**config.mk**
```make
export PLATFORM = sky130hd
export DESIGN_NAME = mem_io_bridge
export DESIGN_NICKNAME = d
export VERILOG_FILES = /design/src/rtl/mem_io_bridge.sv
export SDC_FILE = /design/constraint.sdc
export NUM_CORES = 1
export LEC_CHECK = 0
export ABC_AREA = 1
export BUFFER_PORTS_ARGS = -buffer_cell sky130_fd_sc_hd__buf_4
export CAP_MARGIN = 20
export CELL_PAD_IN_SITES_DETAIL_PLACEMENT = 0
export CELL_PAD_IN_SITES_GLOBAL_PLACEMENT = 1
export CORE_MARGIN = 2
export CORE_UTILIZATION = 35
export DETAILED_ROUTE_END_ITERATION = 12
export MAX_ROUTING_LAYER = met4
export PLACE_DENSITY = 0.86
export SYNTH_ARGS = -nofsm -noshare
export SYNTH_HDL_FRONTEND = slang
export SYNTH_SLANG_ARGS = --single-unit
export TNS_END_PERCENT = 50
```
**constraint.sdc**
```tcl
create_clock -name Clk -period 4.4 [get_ports Clk]
set_input_delay 0.88 -clock Clk [delete_from_list [all_inputs] [get_ports Clk]]
set_output_delay 0.88 -clock Clk [all_outputs]
set_load 0.01 [all_outputs]
```
**src/rtl/mem_io_bridge.sv**
```systemverilog
// -----------------------------------------------------------------------------
// mem_io_bridge
//
// Bridge between the CPU core (MAR/MDR side) and an external asynchronous
// SRAM plus one memory-mapped board I/O word.
//
// - CPU side: level request, one-cycle completion pulse (cpu_ack). The
//   request is only looked at while the bridge is idle.
// - SRAM side: a SETUP cycle, WAIT_STATES ACCESS cycles and a DONE cycle.
//   Every strobe comes straight from a flop.
// - I/O word at IO_ADDR: reads return the switches and writes update the
//   hex-display register. Both complete in a single IO_DONE cycle and never
//   touch the SRAM strobes.
//
// Ports
//   Clk, Reset            clock; synchronous active-high reset
//   cpu_req/we/be/addr    CPU request, direction, byte enables, word address
//   cpu_wdata             CPU write data
//   cpu_rdata             registered read data; held until the next ack
//   cpu_ack               one-cycle completion pulse
//   busy                  high whenever the FSM is not idle
//   sram_addr/ce_n/oe_n/  SRAM address and active-low strobes
//   we_n/be_n
//   sram_wdata/drive      data toward the tristate buffer and its enable
//   sram_rdata            data from the tristate buffer
//   switches              board switches (the I/O read source)
//   hex_out               display nibbles; nibble k = hex_out[4k+3:4k]
// -----------------------------------------------------------------------------
module mem_io_bridge #(
    parameter int                    DATA_W      = 16,
    parameter int                    CPU_ADDR_W  = 16,
    parameter int                    SRAM_ADDR_W = 20,
    parameter int                    WAIT_STATES = 1,
    parameter int                    NUM_HEX     = 4,
    parameter int                    SW_W        = 16,
    parameter logic [CPU_ADDR_W-1:0] IO_ADDR     = 16'hFFFF
) (
    input  logic                     Clk,
    input  logic                     Reset,
    // CPU side
    input  logic                     cpu_req,
    input  logic                     cpu_we,
    input  logic [DATA_W/8-1:0]      cpu_be,
    input  logic [CPU_ADDR_W-1:0]    cpu_addr,
    input  logic [DATA_W-1:0]        cpu_wdata,
    output logic [DATA_W-1:0]        cpu_rdata,
    output logic                     cpu_ack,
    output logic                     busy,
    // SRAM side
    output logic [SRAM_ADDR_W-1:0]   sram_addr,
    output logic                     sram_ce_n,
    output logic                     sram_oe_n,
    output logic                     sram_we_n,
    output logic [DATA_W/8-1:0]      sram_be_n,
    output logic [DATA_W-1:0]        sram_wdata,
    output logic                     sram_drive,
    input  logic [DATA_W-1:0]        sram_rdata,
    // Board I/O
    input  logic [SW_W-1:0]          switches,
    output logic [NUM_HEX*4-1:0]     hex_out
);

    localparam int BE_W  = DATA_W / 8;
    localparam int HEX_W = NUM_HEX * 4;
    localparam int CNT_W = 4;
    localparam logic [CNT_W-1:0] WS_LOAD = CNT_W'(WAIT_STATES - 1);

    // -------------------------------------------------------------------------
    // Parameter legality, checked during elaboration
    // -------------------------------------------------------------------------
    generate
        if (WAIT_STATES < 1 || WAIT_STATES > 15) begin : g_bad_wait_states
            $error("mem_io_bridge: WAIT_STATES must be in 1..15");
        end
        if ((DATA_W % 8) != 0 || DATA_W < 8) begin : g_bad_data_w
            $error("mem_io_bridge: DATA_W must be a non-zero multiple of 8");
        end
        if (HEX_W > DATA_W || NUM_HEX < 1) begin : g_bad_num_hex
            $error("mem_io_bridge: NUM_HEX*4 must fit inside DATA_W");
        end
        if (SRAM_ADDR_W < CPU_ADDR_W) begin : g_bad_sram_addr_w
            $error("mem_io_bridge: SRAM_ADDR_W must be >= CPU_ADDR_W");
        end
    endgenerate

    typedef enum logic [2:0] {
        S_IDLE,
        S_SETUP,
        S_ACCESS,
        S_DONE,
        S_IO_DONE
    } state_t;

    // -------------------------------------------------------------------------
    // Registers
    // -------------------------------------------------------------------------
    state_t                   state_q;
    logic [CNT_W-1:0]         wait_cnt_q;
    logic                     we_q;          // direction of the access in flight
    logic [DATA_W-1:0]        cpu_rdata_q;
    logic                     cpu_ack_q;
    logic                     busy_q;
    logic [SRAM_ADDR_W-1:0]   sram_addr_q;
    logic                     sram_ce_n_q;
    logic                     sram_oe_n_q;
    logic                     sram_we_n_q;
    logic [BE_W-1:0]          sram_be_n_q;
    logic [DATA_W-1:0]        sram_wdata_q;
    logic                     sram_drive_q;
    logic [HEX_W-1:0]         hex_q;

    // -------------------------------------------------------------------------
    // Request decode (combinational, used only in IDLE)
    // -------------------------------------------------------------------------
    logic                     io_hit_d;
    logic [SRAM_ADDR_W-1:0]   sram_addr_d;
    logic [DATA_W-1:0]        sw_ext_d;
    logic [HEX_W-1:0]         hex_wmask_d;
    logic [HEX_W-1:0]         hex_d;

    assign io_hit_d    = (cpu_addr == IO_ADDR);
    assign sram_addr_d = SRAM_ADDR_W'(cpu_addr);  // zero-extend
    assign sw_ext_d    = DATA_W'(switches);       // zero-extend or truncate

    // Each display bit is written when the byte lane containing it is enabled.
    // Lanes that lie entirely above the display width have no effect.
    genvar gi;
    generate
        for (gi = 0; gi < HEX_W; gi++) begin : g_hex_mask
            assign hex_wmask_d[gi] = cpu_be[gi/8];
        end
    endgenerate

    assign hex_d = (hex_q & ~hex_wmask_d) | (cpu_wdata[HEX_W-1:0] & hex_wmask_d);

    // -------------------------------------------------------------------------
    // FSM with registered outputs
    //
    // Every output flop is loaded on the edge that enters the state in which
    // the value must be visible. That is why the SRAM address and strobes are
    // set while leaving IDLE, and cpu_ack/cpu_rdata are set while leaving the
    // last ACCESS cycle.
    // -------------------------------------------------------------------------
    always_ff @(posedge Clk) begin
        if (Reset) begin
            state_q      <= S_IDLE;
            wait_cnt_q   <= '0;
            we_q         <= 1'b0;
            cpu_rdata_q  <= '0;
            cpu_ack_q    <= 1'b0;
            busy_q       <= 1'b0;
            sram_addr_q  <= '0;
            sram_ce_n_q  <= 1'b1;
            sram_oe_n_q  <= 1'b1;
            sram_we_n_q  <= 1'b1;
            sram_be_n_q  <= '1;
            sram_wdata_q <= '0;
            sram_drive_q <= 1'b0;
            hex_q        <= '0;
        end else begin
            cpu_ack_q <= 1'b0;

            case (state_q)
                S_IDLE: begin
                    if (cpu_req) begin
                        we_q   <= cpu_we;
                        busy_q <= 1'b1;
                        if (io_hit_d) begin
                            // The I/O word completes in one cycle, so the ack
                            // and the data/display update are all issued now.
                            state_q   <= S_IO_DONE;
                            cpu_ack_q <= 1'b1;
                            if (cpu_we) begin
                                hex_q <= hex_d;
                            end else begin
                                cpu_rdata_q <= sw_ext_d;
                            end
                        end else begin
                            state_q     <= S_SETUP;
                            sram_addr_q <= sram_addr_d;
                            sram_ce_n_q <= 1'b0;
                            sram_be_n_q <= ~cpu_be;
                            sram_oe_n_q <= cpu_we;   // output enable for reads only
                            sram_drive_q <= cpu_we;  // drive the bus for writes only
                            if (cpu_we) begin
                                sram_wdata_q <= cpu_wdata;
                            end
                        end
                    end
                end

                S_SETUP: begin
                    state_q    <= S_ACCESS;
                    wait_cnt_q <= WS_LOAD;
                    if (we_q) begin
                        sram_we_n_q <= 1'b0;
                    end
                end

                S_ACCESS: begin
                    if (wait_cnt_q == '0) begin
                        state_q     <= S_DONE;
                        cpu_ack_q   <= 1'b1;
                        sram_we_n_q <= 1'b1;
                        sram_oe_n_q <= 1'b1;
                        if (!we_q) begin
                            // The SRAM data is stable by the end of the last
                            // ACCESS cycle. A read needs no hold time, so the
                            // chip is released together with oe_n.
                            cpu_rdata_q <= sram_rdata;
                            sram_ce_n_q <= 1'b1;
                        end
                    end else begin
                        wait_cnt_q <= wait_cnt_q - 1'b1;
                    end
                end

                S_DONE: begin
                    // A write keeps ce_n, drive and data through DONE for
                    // hold time, then releases everything here.
                    state_q      <= S_IDLE;
                    busy_q       <= 1'b0;
                    sram_ce_n_q  <= 1'b1;
                    sram_drive_q <= 1'b0;
                    sram_be_n_q  <= '1;
                end

                S_IO_DONE: begin
                    state_q <= S_IDLE;
                    busy_q  <= 1'b0;
                end

                default: begin
                    state_q <= S_IDLE;
                    busy_q  <= 1'b0;
                end
            endcase
        end
    end

    // -------------------------------------------------------------------------
    // Outputs
    // -------------------------------------------------------------------------
    assign cpu_rdata  = cpu_rdata_q;
    assign cpu_ack    = cpu_ack_q;
    assign busy       = busy_q;
    assign sram_addr  = sram_addr_q;
    assign sram_ce_n  = sram_ce_n_q;
    assign sram_oe_n  = sram_oe_n_q;
    assign sram_we_n  = sram_we_n_q;
    assign sram_be_n  = sram_be_n_q;
    assign sram_wdata = sram_wdata_q;
    assign sram_drive = sram_drive_q;
    assign hex_out    = hex_q;

endmodule

```
==> flow_summary.toml <==
[run_status]
outcome = "complete, no violations"

[setup_path]
critPathMaxFanout = 32
path_cells = "nor2_4, nand2_1, nand2_1, a21oi_1, nor2_1"
cp.required_ns = 4.63
worst-path-buf-inv = 0
max_stage_delay_ns = 0.78
criticalPathCategory = "reg2reg"
crit_path_end_kind = "flip-flop"
crit_top_cell = "nand2_1"
cp.arrival_ns = 2.67
r2r_slack_ns = 1.97
crit_slowest_cell = "nand2_1"
crit_path_start_kind = "flip-flop"
critical-path-top-delay-family = "simple AND/OR/NAND/NOR gates"

[timing]
worst_slack_ns = 1.967
min_period_over_period_pct = 55.28
max_freq_mhz = 411.1
finalSetupViolCount = 0
max_slew_margin_pct = 34.02
period_needed_ns = 2.433
setup_tns_ns = 0
hold_violations = 0
tightestPinTransition_ns = 0.9873
clock_skew_ns = 0.01243
slew_viol_final = 0
rsz0062_at_grt = "no"

[drt]
remaining_drc_errors = 0
drt-total-wl_mm = 10.00
dr.pass1.iters = 5
drt_iter0_drc = 184
wl_per_cell_microns = 11.41
viasPerCell = 4.285
vias = 3758
ant_nets = 0

[yosys]
ys_seq_area_share_pct = 42.08
yosys.cell_types.count = 26
synth_edf_count = 0
ys_warn_count = 0
syn_inst = 604
netlist_area_sq_um = 3806
async_reset_ff_share_pct = 0
syn-mean-instance-area_sq_um = 6.302
synthFlopType = "dfxtp_1"
ys_ff_latch = 80

[clock_network]
cts_max_level = 3
numCtsBuffers = 9
cts_resized = 0
postCtsSetupBuffers = 0
postCtsHoldBufs = 0
clk_pin_slew_ns = 0.08
clock_latency_ns = 0.35
cts_max_path_buffers = 2
cts_tree = "yes"
clockRootBuffer = "clkbuf_8"
clock_sinks = 80

[final_layout]
num_antenna_cells = 0
postLayoutCoreUtil_pct = 47.32
final_layout_size_suffix_gt1_share_pct = 23.34
area_growth_pct = 33.60
instances_no_fill = 877
final_nets = 805

[placement]
io_buffers = 141
post-dp-hpwl_mm = 7.330
place_ws_ns = 1.800
placed_cells = 861
gp_congestion = 0.8064

[grt]
overflow = 0
antenna_found_initial = 0
grt_max_degree = 45
grt_pass1_vias = 3369
grt_pass1_wl_mm = 15.69
track_usage_pct = 17.32

[floorplan]
pin_count = 146
rows = 38
core_area_sq_um = 10750
die-width_microns = 108.3
dieArea_sq_um = 11720
initial_core_util_pct = 35.42
die_h_microns = 108.3

[power_and_ir_drop]
power_density_nw_per_um2 = 347.0
ir_drop_uv = 144.1
leakage_nw = 2.763

[job]
cap_violations = 0

[min_path]
min_path_type = "reg2reg"
[power by group]
part / leakage (nW) / switching (W) / total (W) / internal [W]
sequential: 0.654 / 0.0000320 / 0.000813 / 0.000781
clock: 0.0883 / 0.000272 / 0.000531 / 0.000259
combinational: 2.02 / 0.000239 / 0.000421 / 0.000182
total: 2.76 / 0.000543 / 0.00176 / 0.00122
[placed cells by master, fill, tap and decap left out]
cell type,count
nand2_1,210
buf_4,142
nor2_1,132
inv_1,80
dfxtp_1,80
nand3_1,23
a21oi_1,20
clkbuf_8,9
nor2_4,6
inv_2,4
nor3_1,4
conb_1,4
nor2_2,2
o22ai_1,2
nand3_2,2
o21ai_0,2
ha_1,2
clkinvlp_4,2
nand2_2,1
nand3b_1,1
xor2_1,1
and2_1,1
a21boi_0,1
nor3b_1,1
clkinv_2,1
clkinv_4,1
bufinv_16,1
clkbuf_1,1
buf_8,1
[per-stage QoR]
stage	cell area (sq um)	power, W	hold slack, ns
final	5085	0.001764	0.4660
after global routing	5085	0.001873	0.4937
after CTS	5070	0.001780	0.4663
after detailed placement	4883	0.001248	0.4543
after global placement	4883	0.001239	0.4443
after floorplan	3817	0.001082	0.4299
[cell usage after synthesis, types with 2 or more instances]
library cell  count  area [sq um]
a21oi_1          20         100.1
buf_1             5         18.77
buf_2            11         55.05
buf_4             5         37.54
buf_6             5         56.30
clkbuf_1          2         7.510
dfxtp_1          80          1602
ha_1              2         25.02
inv_1            80         300.3
inv_2             4         15.01
nand2_1         210         788.3
nand3_1          23         115.1
nand3_2           2         20.02
nor2_1          132         495.5
nor2_2            2         12.51
nor2_4            6         67.56
nor3_1            4         20.02
o21ai_0           2         10.01
o22ai_1           2         12.51
[cell families after synthesis]
family	Yosys count	share of synthesized area, %
compound gates	25	3.419
simple gates	383	40.63
fa+ha+maj	2	0.6574
flops	80	42.08
xor+xnor	1	0.2302
other cells	1	0.09852
buf+inv	112	12.89
[worst reg2reg max path: stages, from the launching register on]
cell     delay [ns]
dfxtp_1        0.47
nor2_4         0.10
nand2_1        0.53
nand2_1        0.78
a21oi_1        0.38
nor2_1         0.07
[layer usage]
metal / up-vias / wire, microns / GRT usage [%]
met1: 1639 / 4508 / 20.97
met2: 77 / 4816 / 28.03
met4: 0 / 197 / 6.777
li1: 2026 / - / -
met5: - / 0 / -
met3: 16 / 480 / 3.918
[final cells by class]
| cell class | count | area (sq um) |
|---|---|---|
| clock inverters | 5 | 58.81 |
| flip-flops and latches | 80 | 1602 |
| repair buffers | 143 | 1081 |
| multi-input cells | 415 | 1725 |
| inverters | 84 | 315.3 |
| well taps | 140 | 175.2 |
| fillers | 1146 | 5660 |
| clock buffers | 10 | 127.6 |
[final timing paths]
path | to | cells past startpoint | from
max reg2reg | cpu_rdata[8] | 5 | state_q[2]
min reg2reg | wait_cnt_q[0] | 1 | wait_cnt_q[0]
min | wait_cnt_q[0] | 1 | wait_cnt_q[0]
max | cpu_rdata[8] | 5 | state_q[2]
Power figures use the tool's default switching activity.
